<file path="config.mk">
export PLATFORM = sky130hd
export DESIGN_NAME = painterengine_gpu_dma_reader
export DESIGN_NICKNAME = d
export VERILOG_FILES = /design/src/rtl/painterengine_gpu_dma_reader.sv
export SDC_FILE = /design/constraint.sdc
export NUM_CORES = 1
export LEC_CHECK = 0
export ABC_AREA = 1
export BUFFER_PORTS_ARGS = -buffer_cell sky130_fd_sc_hd__buf_2
export CAP_MARGIN = 20
export CORE_UTILIZATION = 36
export DETAILED_ROUTE_END_ITERATION = 8
export MAX_ROUTING_LAYER = met4
export PLACE_DENSITY = 0.56
export SLEW_MARGIN = 20
export SYNTH_ARGS = -nofsm -noshare
export SYNTH_HDL_FRONTEND = slang
export SYNTH_SLANG_ARGS = --single-unit
</file>
<file path="constraint.sdc">
create_clock -name i_wire_clock -period 7 [get_ports i_wire_clock]
set_input_delay 0.7 -clock i_wire_clock [delete_from_list [all_inputs] [get_ports i_wire_clock]]
set_output_delay 0.7 -clock i_wire_clock [all_outputs]
set_load 0.005 [all_outputs]
</file>
<file path="src/rtl/painterengine_gpu_dma_reader.sv">
// AXI4 INCR-burst DMA reader: fetches `length` words from `address`, one burst in flight, split at 4KB pages.
// Words stream out combinationally from R (rready follows data_next); done/error register one cycle after the last beat.
module painterengine_gpu_dma_reader #(
  parameter int unsigned PARAM_MAX_BURST = 16
) (
  input  logic        i_wire_clock,
  input  logic        i_wire_reset,
  input  logic        i_wire_reader_resetn,
  input  logic [31:0] i_wire_reader_address,
  input  logic [31:0] i_wire_reader_length,
  output logic        o_wire_reader_done,
  output logic        o_wire_reader_error,
  output logic [31:0] o_wire_reader_data,
  output logic        o_wire_reader_data_valid,
  input  logic        i_wire_reader_data_next,
  output logic [31:0] o_wire_m_axi_araddr,
  output logic [7:0]  o_wire_m_axi_arlen,
  output logic [2:0]  o_wire_m_axi_arsize,
  output logic [1:0]  o_wire_m_axi_arburst,
  output logic        o_wire_m_axi_arvalid,
  input  logic        i_wire_m_axi_arready,
  input  logic [31:0] i_wire_m_axi_rdata,
  input  logic [1:0]  i_wire_m_axi_rresp,
  input  logic        i_wire_m_axi_rlast,
  input  logic        i_wire_m_axi_rvalid,
  output logic        o_wire_m_axi_rready
);

  localparam logic [31:0] MAX_BURST = 32'(PARAM_MAX_BURST);

  typedef enum logic [2:0] {
    ST_IDLE  = 3'd0,
    ST_ADDR  = 3'd1,
    ST_DATA  = 3'd2,
    ST_DRAIN = 3'd3,
    ST_DONE  = 3'd4,
    ST_ERROR = 3'd5
  } state_t;

  state_t      state_q, state_d;
  logic [31:0] addr_q;
  logic [31:0] remaining_q;
  logic [31:0] beats_q;
  logic [31:0] beat_cnt_q;
  logic        err_q;

  logic [31:0] page_room;
  logic [31:0] beats_c;
  logic [31:0] beat_cnt_inc;
  logic [31:0] rem_dec;
  logic        resp_bad;
  logic        beat_acc;
  logic        beat_err;
  logic        err_d;

  // Beats that still fit in the current 4KB page.
  assign page_room    = 32'((13'd4096 - {1'b0, addr_q[11:0]}) >> 2);
  assign beat_cnt_inc = beat_cnt_q + 32'd1;
  assign rem_dec      = remaining_q - 32'd1;
  assign resp_bad     = (i_wire_m_axi_rresp != 2'b00);

  always_comb begin
    beats_c = remaining_q;
    if (MAX_BURST < beats_c) beats_c = MAX_BURST;
    if (page_room < beats_c) beats_c = page_room;
  end

  assign beat_acc = (state_q == ST_DATA) && i_wire_m_axi_rvalid && o_wire_m_axi_rready;
  assign beat_err = beat_acc && (resp_bad ||
                                 ( i_wire_m_axi_rlast && (beat_cnt_inc != beats_q)) ||
                                 (!i_wire_m_axi_rlast && (beat_cnt_inc == beats_q)));
  assign err_d    = err_q || beat_err;

  always_ff @(posedge i_wire_clock) begin
    if (i_wire_reset) begin
      state_q     <= ST_IDLE;
      addr_q      <= 32'd0;
      remaining_q <= 32'd0;
      beats_q     <= 32'd0;
      beat_cnt_q  <= 32'd0;
      err_q       <= 1'b0;
    end else begin
      state_q <= state_d;
      if ((state_q == ST_IDLE) && i_wire_reader_resetn) begin
        addr_q      <= i_wire_reader_address;
        remaining_q <= i_wire_reader_length;
        err_q       <= 1'b0;
      end
      if ((state_q == ST_ADDR) && i_wire_m_axi_arready) begin
        beats_q    <= beats_c;
        beat_cnt_q <= 32'd0;
        err_q      <= 1'b0;
      end
      if (beat_acc) begin
        addr_q      <= addr_q + 32'd4;
        remaining_q <= rem_dec;
        beat_cnt_q  <= beat_cnt_inc;
        err_q       <= err_d;
      end
    end
  end

  always_comb begin
    state_d = state_q;
    case (state_q)
      ST_IDLE: begin
        if (i_wire_reader_resetn) begin
          if (i_wire_reader_address[1:0] != 2'b00) state_d = ST_ERROR;
          else if (i_wire_reader_length == 32'd0)  state_d = ST_DONE;
          else                                     state_d = ST_ADDR;
        end
      end
      ST_ADDR: begin
        if (i_wire_m_axi_arready) state_d = i_wire_reader_resetn ? ST_DATA : ST_DRAIN;
      end
      ST_DATA: begin
        // An abort coinciding with rlast has nothing left to drain.
        if (!i_wire_reader_resetn) begin
          state_d = (beat_acc && i_wire_m_axi_rlast) ? ST_IDLE : ST_DRAIN;
        end else if (beat_acc && i_wire_m_axi_rlast) begin
          if (err_d)                  state_d = ST_ERROR;
          else if (rem_dec == 32'd0)  state_d = ST_DONE;
          else                        state_d = ST_ADDR;
        end
      end
      ST_DRAIN: begin
        if (i_wire_m_axi_rvalid && i_wire_m_axi_rlast) state_d = ST_IDLE;
      end
      ST_DONE, ST_ERROR: begin
        if (!i_wire_reader_resetn) state_d = ST_IDLE;
      end
      default: state_d = ST_IDLE;
    endcase
  end

  always_comb begin
    o_wire_m_axi_araddr      = addr_q;
    o_wire_m_axi_arlen       = 8'(beats_c - 32'd1);
    o_wire_m_axi_arsize      = 3'b010;
    o_wire_m_axi_arburst     = 2'b01;
    o_wire_m_axi_arvalid     = 1'b0;
    o_wire_m_axi_rready      = 1'b0;
    o_wire_reader_data_valid = 1'b0;
    o_wire_reader_done       = 1'b0;
    o_wire_reader_error      = 1'b0;
    case (state_q)
      ST_ADDR:  o_wire_m_axi_arvalid = 1'b1;
      ST_DATA: begin
        // Once a burst has failed, swallow its remaining beats regardless of the consumer.
        o_wire_m_axi_rready      = err_q || i_wire_reader_data_next ||
                                   (i_wire_m_axi_rvalid && resp_bad);
        o_wire_reader_data_valid = i_wire_m_axi_rvalid && i_wire_reader_data_next &&
                                   !err_q && !resp_bad;
      end
      ST_DRAIN: o_wire_m_axi_rready = 1'b1;
      ST_DONE:  o_wire_reader_done  = 1'b1;
      ST_ERROR: o_wire_reader_error = 1'b1;
      default: ;
    endcase
  end

  assign o_wire_reader_data = i_wire_m_axi_rdata;

endmodule

</file>
==> out/qor.yml, run 1 <==
run_status:
  outcome: "finished, final reports clean"
yosys:
  yosys.area.top_type: "dfxtp_1"
  synth_simple_gate_area_share_pct: 41.5
  synth_xor_area_share_pct: 4.05
  ys_types: 48
  ys_top_cells_by_area: "dfxtp_1, nand2_1, nor2_1"
  async_reset_ff_share_pct: 0
  muxShareOfSynthArea_pct: 0
  synth_top_area_share_pct: 28.3
  ys_ff_latch: 132
  synth_cells: 1548
  seq_area_frac_synth_pct: 28.3
  post_synth_fa_ha_maj_area_fraction_pct: 2.14
  synth_top_family_by_area: "simple AND/OR/NAND/NOR gates"
  synth_compound_area_share_pct: 11.1
  netlist_area_um2: 9340
  ys_warn_count: 0
  synthFlopType: "dfxtp_1"
  synth.avg_cell_area_um2: 6.03
  synth_edf_count: 0
drt:
  vias: 9756
  routed_wl_mm: 28.7
  firstDrtPassIters: 7
  avgRoutedWirePerCell_um: 14.6
  drc: 0
  routed_via_density: 4.97
  ant_nets: 0
  first_iter_violations: 712
cts:
  cts_resized: 0
  insertion_delay_ns: 0.43
  cts_root_buf: "clkbuf_16"
  cts_made_buffers: 17
  cts.sinks: 132
  postCtsHoldBufs: 0
  cts_tree: "done"
  clkTransAtPathRegs_ns: 0.05
  cts_buffer_depth: 2
  post-cts-setup-buffers: 0
  h-tree-depth: 4
placement:
  io_buffers: 117
  placed_area_um2: 9980
  routabilityCongestion: 0.903
  placed_cells: 1928
  post-dp-hpwl_mm: 21.3
global_route:
  grt_pass1_vias: 9135
  gr-total-overflow: 0
  grt_first_pass_wirelength_mm: 46.7
  grt_usage_pct: 22.8
  grt_max_degree: 73
  antenna_found_initial: 2
worst_setup_path:
  start_kind: "flip-flop"
  worstSetupPathType: "flip-flop to output port"
  cp_max_fo: 6
  rr_worst_depth: 19
  crit_arrival_ns: 3.64
  crit_path_end_kind: "output port"
  required_ns: 6.30
sta:
  fin_skew_ns: 0.0149
  max_slew_margin_pct: 33.7
  slew_violations: 0
  worst_pin_slew_ns: 0.988
  finalSetupViolCount: 0
  clock.fmax_mhz: 230
  finalCritPeriodShare_pct: 62.0
  final-hold-violation-count: 0
  period_needed_ns: 4.34
  rsz0062_at_grt: "no"
  final.setup.tns_ns: 0
final_layout:
  nFillCells: 2708
  final_cells: 1962
  final_cell_mix: "nand2_1, nor2_1, inv_1"
  design_area_um2: 10600
  final_common_cell: "nand2_1"
  finalNetCount: 1738
  area_delta_synth_final_pct: 13.9
  drive_above_1_share_pct: 12.1
power:
  p_leak_nw: 4.78
  ir_drop_mv: 0.197
  power_density_nw_per_um2: 349
floorplan:
  fp.dieH_um: 163
  die_w_um: 163
  std_cell_rows: 58
  core-area_um2: 25300
  dieArea_um2: 26600
  initial_utilization_pct: 36.9
  ioPinCount: 187
worst_hold_path:
  hold_class: "flip-flop to flip-flop"
  hold_path_depth: 2
run:
  max-cap-violations: 0
-- critical path: stages, from the launching register on --
cell,delay [ns]
dfxtp_1,0.31
nor2_1,0.18
inv_1,0.08
nor4_1,0.34
nand2_1,0.15
nor2_1,0.14
nand2_1,0.08
xor2_1,0.14
inv_1,0.08
ha_1,0.24
a21o_1,0.16
a21oi_1,0.43
nand3_1,0.18
nand2_1,0.14
nand2_2,0.12
nor2_4,0.13
nand2_1,0.08
nand2_1,0.06
nand2_1,0.05
buf_2,0.12
-- state kept, by name (all words and copies together) (netlist names) --
signal / cells
beat_cnt_q: 32
beats_q: 32
err_q: 1
o_wire_m_axi_araddr: 32
remaining_q: 32
state_q: 3
-- report_power, final --
| group | internal [mW] | switching (mW) | leakage [nW] |
|---|---|---|---|
| combinational | 0.595 | 1.15 | 3.40 |
| clock | 0.643 | 0.349 | 0.312 |
| sequential | 0.852 | 0.116 | 1.07 |
| total | 2.09 | 1.62 | 4.78 |
-- cell type report --
cell class	count	area [µm²]	area share, %
clock buffers	24	502	4.72
well taps	330	413	3.88
inverters	200	751	7.06
multi-input cells	1143	5550	52.1
flip-flops and latches	132	2640	24.8
repair buffers	123	633	5.95
clock inverters	8	145	1.36
diodes	2	5.00	0.0471
-- final timing paths --
| check | start | end | slack, ns |
|---|---|---|---|
| max | o_wire_m_axi_araddr[1] | o_wire_m_axi_arlen[4] | 2.66 |
| min | beats_q[25] | beats_q[25] | 0.46 |
| max reg2reg | state_q[1] | o_wire_m_axi_araddr[17] | 3.30 |
| min reg2reg | beats_q[25] | beats_q[25] | 0.46 |
-- Yosys cell counts, types with 2 or more instances --
cell type  instances
nor2_2             9
a21oi_2            2
ha_1              16
clkbuf_1          42
or2_2              4
nand4_1           21
xnor2_1            7
nor3_1            40
o22ai_1            8
nand3_1          115
nor2_1           199
o21bai_1           2
nand2_4            5
nor4_1            12
a21oi_1           63
buf_4             38
o211ai_1          15
inv_1            192
dfxtp_1          132
o21ai_1            3
xor2_1            31
conb_1             2
nor3_2             2
o221ai_1           2
a211oi_1           3
nand3b_1           7
clkinv_1           2
inv_2              6
nor2_4             6
a31oi_1           17
xnor3_1            2
o21ai_0           37
nand2_2            5
a221oi_1          14
o31ai_1            3
nand2_1          471
and3_1             2
-- metrics by stage --
step	util (%)	hold slack [ns]	setup WS (ns)	total power [mW]
3_5_place_dp	39.4	0.453	3.11	2.72
2_1_floorplan	-	0.436	3.55	2.21
3_3_place_gp	39.4	0.448	3.17	2.71
6_report	42.0	0.459	2.66	3.71
4_1_cts	42.0	0.462	2.67	3.71
5_1_grt	42.0	0.468	2.13	4.01
-- cell families after synthesis --
kind of cell             Yosys count
AO/OA/AOI/OAI                    173
XOR/XNOR                          40
adder cells (fa/ha/maj)           16
buffers and inverters            282
flip-flops                       132
other                              2
AND/OR/NAND/NOR                  903
-- routing by layer --
metal | vias to the layer above | track usage, % | wire length, µm
met5 | - | - | 0
met4 | 0 | 5.61 | 408
met3 | 33 | 3.83 | 1680
met2 | 298 | 36.3 | 13000
met1 | 4372 | 30.0 | 13600
li1 | 5053 | - | -
Power figures use the tool's default switching activity.
==> run 2, diff against run 1 <==
==> constraint.sdc (replaced) <==
create_clock -name i_wire_clock -period 4.4 [get_ports i_wire_clock]
set_input_delay 0.44 -clock i_wire_clock [delete_from_list [all_inputs] [get_ports i_wire_clock]]
set_output_delay 0.44 -clock i_wire_clock [all_outputs]
set_load 0.005 [all_outputs]
==> out/qor.yml, run 2 (synthesis gave the netlist of run 1 again) <==
final_layout:
  area_delta_synth_final_pct: 13.9  # about the same
  drive_above_1_share_pct: 12.5  # was 12.1%
  final_cell_mix: "nand2_1, nor2_1, inv_1"  # unchanged
  final_cells: 1967  # was 1962
  final_common_cell: "nand2_1"  # unchanged
  finalNetCount: 1742  # was 1738
floorplan:
  std_cell_rows: 58  # unchanged
  fp.dieH_um: 163  # unchanged
  ioPinCount: 187  # unchanged
  initial_utilization_pct: 36.9  # unchanged
  core-area_um2: 25300  # unchanged
  die_w_um: 163  # unchanged
  dieArea_um2: 26600  # unchanged
placement:
  preCtsSetupSlack_ns: 0.773  # was 3.11 ns
  placed_cells: 1932  # was 1928
  routabilityCongestion: 0.944  # was 0.903
  io_buffers: 117  # unchanged
  post-dp-hpwl_mm: 21.7  # was 21.3 mm
drt:
  routed_wl_mm: 29.1  # was 28.7 mm
  firstDrtPassIters: 5  # was 7
  vias: 9830  # was 9756
  ant_nets: 0  # unchanged
  routed_via_density: 5.00  # was 4.97
  drc: 0  # unchanged
  first_iter_violations: 625  # was 712
  avgRoutedWirePerCell_um: 14.8  # was 14.6 µm
power:
  seqPwrFrac_pct: 26.4  # was 26.1%
  clkPwrFrac_pct: 25.4  # was 26.7%
  combPwrFrac_pct: 48.2  # was 47.1%
  switchingPower_mw: 2.62  # was 1.62 mW
  power_mw: 5.84  # was 3.71 mW
  ir_drop_mv: 0.261  # was 0.197 mV
  power_density_nw_per_um2: 549  # was 349 nW/µm²
  swShare_pct: 44.9  # was 43.6%
  p_leak_nw: 4.78  # about the same
  internal_power_mw: 3.22  # was 2.09 mW
worst_setup_path:
  slowest_delay_ns: 0.32  # was 0.43 ns
  cpMaxStageDelayCell: "dfxtp_1"  # was a21oi_1
  worstPathCellList: "nor2_1 -> inv_1 -> nor4_2 -> nand2_1 -> nor2_1 -> inv_1 -> or2_2 -> nand2_1 -> inv_1 -> ha_1 -> nand2_1 -> nor2_1 -> nand2_1 -> nand2_1 -> nand2_4 -> nand2_4 -> nand2_1 -> nand2_1 -> nand2_2 -> nor2_4 -> nand2_1 -> nand2_1 -> nand2_1 -> buf_2"  # was nor2_1 -> inv_1 -> nor4_1 -> nand2_1 -> nor2_1 -> nand2_1 -> xor2_1 -> inv_1 -> ha_1 -> a21o_1 -> a21oi_1 -> nand3_1 -> nand2_1 -> nand2_2 -> nor2_4 -> nand2_1 -> nand2_1 -> nand2_1 -> buf_2
  crit_path_end_kind: "output port"  # unchanged
  cp.buffers_inverters: 4  # was 3
  cpMostUsedCell: "nand2_1"  # unchanged
  required_ns: 3.96  # was 6.30 ns
  worstSetupStartpoint: "o_wire_m_axi_araddr[1]"  # unchanged
  crit_family: "simple AND/OR/NAND/NOR gates"  # unchanged
  worstSetupPathType: "flip-flop to output port"  # unchanged
  rr_worst_depth: 18  # was 19
  start_kind: "flip-flop"  # unchanged
  cp_max_fo: 7  # was 6
  r2r_start: "remaining_q[0]"  # was state_q[1]
  crit_cells: 24  # was 19
  crit_arrival_ns: 3.49  # was 3.64 ns
sta:
  finalSetupViolCount: 0  # unchanged
  hold_ws_ns: 0.255  # was 0.459 ns
  period_needed_ns: 3.93
  rsz0062_at_grt: "no"  # unchanged
  fin_skew_ns: 0.0128  # was 0.0149 ns
  final.setup.tns_ns: 0  # unchanged
  worst_pin_slew_ns: 1.03  # was 0.988 ns
  slew_violations: 0  # unchanged
  clock.fmax_mhz: 254
  max_slew_margin_pct: 31.3  # was 33.7%
  layout_setup_ws_ns: 0.467  # was 2.66 ns
  finalCritPeriodShare_pct: 89.4
  final-hold-violation-count: 0  # unchanged
cts:
  cts_made_buffers: 17  # unchanged
  insertion_delay_ns: 0.43  # about the same
  cts.sinks: 132  # unchanged
  cts_tree: "done"  # unchanged
  postCtsHoldBufs: 0  # unchanged
  cts_root_buf: "clkbuf_16"  # unchanged
  post-cts-setup-buffers: 0  # unchanged
  h-tree-depth: 4  # unchanged
  clkTransAtPathRegs_ns: 0.07  # was 0.05 ns
  cts_buffer_depth: 2  # unchanged
global_route:
  grt_use_met1_pct: 29.9  # was 30.0%
  use_met3_pct: 4.01  # was 3.83%
  grt_pass1_vias: 9059  # was 9135
  busiest_layer: "met2"  # unchanged
  use_met2_pct: 36.9  # was 36.3%
  grt_usage_pct: 23.0  # was 22.8%
  antenna_found_initial: 3  # was 2
  gr-total-overflow: 0  # unchanged
  grt_first_pass_wirelength_mm: 46.9  # was 46.7 mm
  grt_max_degree: 84  # was 73
worst_hold_path:
  hold_path_depth: 3  # was 2
  hold_class: "input pin to flip-flop"  # was flip-flop to flip-flop
  worstHoldStart: "i_wire_reader_address[12]"  # was beats_q[25]
run:
  max-cap-violations: 0  # unchanged
run_status:
  outcome: "finished, final reports clean"  # unchanged
==> run 2: cell count changes in the layout (fill, tap and decap cells not counted), moves of 2 or more <==
cell	before	now
clkinv_4	0	5
clkbuf_8	5	0
inv_6	0	2
buf_4	7	11
==> run 2: per-stage QoR <==
step                      util [%]  instance area, µm²
after floorplan                  -                9370
after global placement        39.5               10000
after detailed placement      39.5               10000
after CTS                     41.9               10600
after global routing          42.0               10600
final                         42.0               10600
==> run 2: per-layer routing <==
| metal | vias to the layer above | wire length (µm) |
|---|---|---|
| met5 | - | 0 |
| met4 | 0 | 357 |
| met3 | 34 | 1650 |
| met2 | 281 | 13500 |
| met1 | 4440 | 13600 |
| li1 | 5075 | - |
==> run 2: final cells by class <==
type	count	area [µm²]
well taps	330	413
fillers	2732	14700
clock inverters	14	179
multi-input cells	1143	5550
clock buffers	18	429
repair buffers	127	663
inverters	200	751
flip-flops and latches	132	2640
diodes	3	7.51
==> run 2: worst paths after layout <==
check | to | slack, ns
worst max register to register | state_q[0] | 1.27
worst min register to register | beats_q[25] | 0.46
worst min-delay path | o_wire_m_axi_araddr[12] | 0.26
worst max-delay path | o_wire_m_axi_arlen[4] | 0.47
==> run 2: worst min-delay path, stage by stage <==
cell and delay (ns):
buf_2 0.09, nand2_1 0.05, a21oi_1 0.05
==> run 2: timing repair <==
item,CTS,global route
endpoints found under the hold margin,0,0
setup endpoints to repair,0,5
gates resized for setup,0,2
==> run 2: power groups by stage <==
| stage | clock network, mW | logic [mW] | registers, mW |
|---|---|---|---|
| final | 1.48 | 2.82 | 1.54 |
| after global routing | 1.56 | 3.17 | 1.57 |
| after CTS | 1.51 | 2.79 | 1.54 |
| after detailed placement | 0 | 2.77 | 1.56 |
| after global placement | 0 | 2.77 | 1.56 |
| after floorplan | 0 | 2.00 | 1.52 |
==> run 3, diff against run 2 <==
--- a/config.mk
+++ b/config.mk
@@ -8,11 +8,12 @@
 export ABC_AREA = 1
 export BUFFER_PORTS_ARGS = -buffer_cell sky130_fd_sc_hd__buf_2
 export CAP_MARGIN = 20
-export CORE_UTILIZATION = 36
+export CORE_UTILIZATION = 57
 export DETAILED_ROUTE_END_ITERATION = 8
 export MAX_ROUTING_LAYER = met4
-export PLACE_DENSITY = 0.56
+export PLACE_DENSITY = 0.82
 export SLEW_MARGIN = 20
 export SYNTH_ARGS = -nofsm -noshare
 export SYNTH_HDL_FRONTEND = slang
 export SYNTH_SLANG_ARGS = --single-unit
+export TNS_END_PERCENT = 20
==> out/qor.yml, run 3 (synthesis gave the netlist of run 1 again) <==
worst_hold_path:
  worstHoldStart: "i_wire_reader_address[20]"  # was i_wire_reader_address[12]
  hold_class: "input pin to flip-flop"  # unchanged
sta:
  slew_violations: 0  # unchanged
  finalSetupViolCount: 0  # unchanged
  final.setup.tns_ns: 0  # unchanged
  worst_pin_slew_ns: 0.897  # was 1.03 ns
  max_slew_margin_pct: 39.8  # was 31.3%
  layout_setup_ws_ns: 0.329  # was 0.467 ns
  fin_skew_ns: 0.00956  # was 0.0128 ns
  clock.fmax_mhz: 246  # was 254 MHz
  final-hold-violation-count: 0  # unchanged
  finalCritPeriodShare_pct: 92.5  # was 89.4%
  rsz0062_at_grt: "no"  # unchanged
  hold_ws_ns: 0.251  # was 0.255 ns
  period_needed_ns: 4.07  # was 3.93 ns
floorplan:
  dieArea_um2: 16900  # was 26600 µm²
  fp.dieH_um: 130  # was 163 µm
  die_w_um: 130  # was 163 µm
  initial_utilization_pct: 58.6  # was 36.9%
  std_cell_rows: 46  # was 58
  ioPinCount: 187  # unchanged
  core-area_um2: 15900  # was 25300 µm²
power:
  power_density_nw_per_um2: 563  # was 549 nW/µm²
  p_leak_nw: 4.77  # was 4.78 nW
  power_mw: 5.90  # was 5.84 mW
  ir_drop_mv: 0.332  # was 0.261 mV
global_route:
  grt_usage_pct: 33.5  # was 23.0%
  grt_pass1_vias: 9112  # was 9059
  antenna_found_initial: 0  # was 3
  grt_max_degree: 67  # was 84
  grt_first_pass_wirelength_mm: 42.9  # was 46.9 mm
  gr-total-overflow: 0  # unchanged
cts:
  cts_made_buffers: 17  # unchanged
  insertion_delay_ns: 0.43  # about the same
  cts.sinks: 132  # unchanged
  cts_tree: "done"  # unchanged
  clkTransAtPathRegs_ns: 0.07  # about the same
  postCtsHoldBufs: 0  # unchanged
  cts_root_buf: "clkbuf_16"  # unchanged
  h-tree-depth: 4  # unchanged
  post-cts-setup-buffers: 0  # unchanged
  cts_buffer_depth: 2  # unchanged
placement:
  preCtsSetupSlack_ns: 0.731  # was 0.773 ns
  io_buffers: 117  # unchanged
  placed_area_um2: 9840  # was 10000 µm²
  post-dp-hpwl_mm: 19.3  # was 21.7 mm
  routabilityCongestion: 0.969  # was 0.944
drt:
  routed_wl_mm: 26.8  # was 29.1 mm
  firstDrtPassIters: 5  # unchanged
  vias: 10039  # was 9830
  first_iter_violations: 689  # was 625
  avgRoutedWirePerCell_um: 14.5  # was 14.8 µm
  drc: 0  # unchanged
  ant_nets: 0  # unchanged
  routed_via_density: 5.44  # was 5.00
worst_setup_path:
  cpMostUsedCell: "nand2_1"  # unchanged
  required_ns: 3.96  # about the same
  r2r_start: "o_wire_m_axi_araddr[1]"  # was remaining_q[0]
  slowest_delay_ns: 0.33  # was 0.32 ns
  crit_path_end_kind: "output port"  # unchanged
  crit_arrival_ns: 3.63  # was 3.49 ns
  cp.buffers_inverters: 4  # unchanged
  start_kind: "flip-flop"  # unchanged
  cp_max_fo: 7  # unchanged
  worstSetupStartpoint: "o_wire_m_axi_araddr[1]"  # unchanged
  worstSetupPathType: "flip-flop to output port"  # unchanged
  cpMaxStageDelayCell: "dfxtp_1"  # unchanged
  crit_family: "simple AND/OR/NAND/NOR gates"  # unchanged
  worstPathCellList: "nor2_1 -> inv_1 -> nor4_2 -> nand2_1 -> nor2_1 -> inv_1 -> or2_2 -> nand2_1 -> inv_1 -> ha_1 -> nand2_1 -> nor2_1 -> a211oi_1 -> nand2_1 -> nand2_4 -> nand2_4 -> nand2_1 -> nand2_1 -> nand2_2 -> nor2_4 -> nand2_1 -> nand2_1 -> nand2_1 -> buf_2"  # was nor2_1 -> inv_1 -> nor4_2 -> nand2_1 -> nor2_1 -> inv_1 -> or2_2 -> nand2_1 -> inv_1 -> ha_1 -> nand2_1 -> nor2_1 -> nand2_1 -> nand2_1 -> nand2_4 -> nand2_4 -> nand2_1 -> nand2_1 -> nand2_2 -> nor2_4 -> nand2_1 -> nand2_1 -> nand2_1 -> buf_2
final_layout:
  final_cell_mix: "nand2_1, nor2_1, inv_1"  # unchanged
  final_common_cell: "nand2_1"  # unchanged
  design_area_um2: 10500  # was 10600 µm²
  finalNetCount: 1739  # was 1742
  drive_above_1_share_pct: 12.3  # was 12.5%
  area_delta_synth_final_pct: 12.4  # was 13.9%
  diodes: 0  # was 3
run_status:
  outcome: "finished, final reports clean"  # unchanged
run:
  max-cap-violations: 0  # unchanged
==> run 3: metal layers <==
| metal | track usage [%] | routed length, µm |
|---|---|---|
| met1 | 39.6 | 11500 |
| met3 | 7.18 | 1900 |
| met5 | - | 0 |
| met4 | 13.5 | 856 |
| met2 | 55.4 | 12500 |
==> run 3: worst paths after layout <==
check	endpoint	slack, ns	cells past startpoint
worst min-delay path	o_wire_m_axi_araddr[20]	0.25	3
worst max-delay path	o_wire_m_axi_arlen[5]	0.33	24
worst min register to register	beats_q[30]	0.46	2
worst max register to register	beats_q[2]	1.37	21
==> run 3: cell type report <==
class / count / area (µm²)
multi-input cells: 1143 / 5550
fillers: 1508 / 5450
flip-flops and latches: 132 / 2640
inverters: 200 / 751
repair buffers: 124 / 641
clock buffers: 19 / 433
well taps: 216 / 270
clock inverters: 12 / 206
==> run 3: worst register-to-register path, cell delays in order (launching register included) <==
cell and delay [ns]:
dfxtp_1 0.33, nor2_1 0.18, inv_1 0.11, nor4_2 0.29
nand2_1 0.15, nor2_1 0.16, inv_1 0.07, or2_2 0.27
nand2_1 0.08, inv_1 0.05, ha_1 0.28, nand2_1 0.06
nor2_1 0.11, a211oi_1 0.05, nand2_1 0.11, nand2_4 0.08
nand2_4 0.10, nand2_1 0.05, nand2_1 0.08, inv_1 0.11
o21ai_0 0.16, inv_1 0.05
==> run 3: where the power goes <==
group / switching [mW] / internal [mW] / leakage, nW
Combinational: 1.84 / 0.954 / 3.40
Clock: 0.562 / 1.00 / 0.295
Sequential: 0.188 / 1.36 / 1.07
Total: 2.59 / 3.31 / 4.77
==> run 3: what timing repair did <==
item	4_1_cts	5_1_grt
endpoints found under the setup margin	0	6
hold endpoints to repair	0	0
gates resized for setup	0	2
==> run 3: stage by stage <==
stage | utilization, % | std cells
after floorplan | - | 1557
after global placement | 61.7 | 1815
after detailed placement | 61.7 | 1815
after CTS | 65.8 | 1846
after global routing | 65.8 | 1846
final | 65.8 | 1846
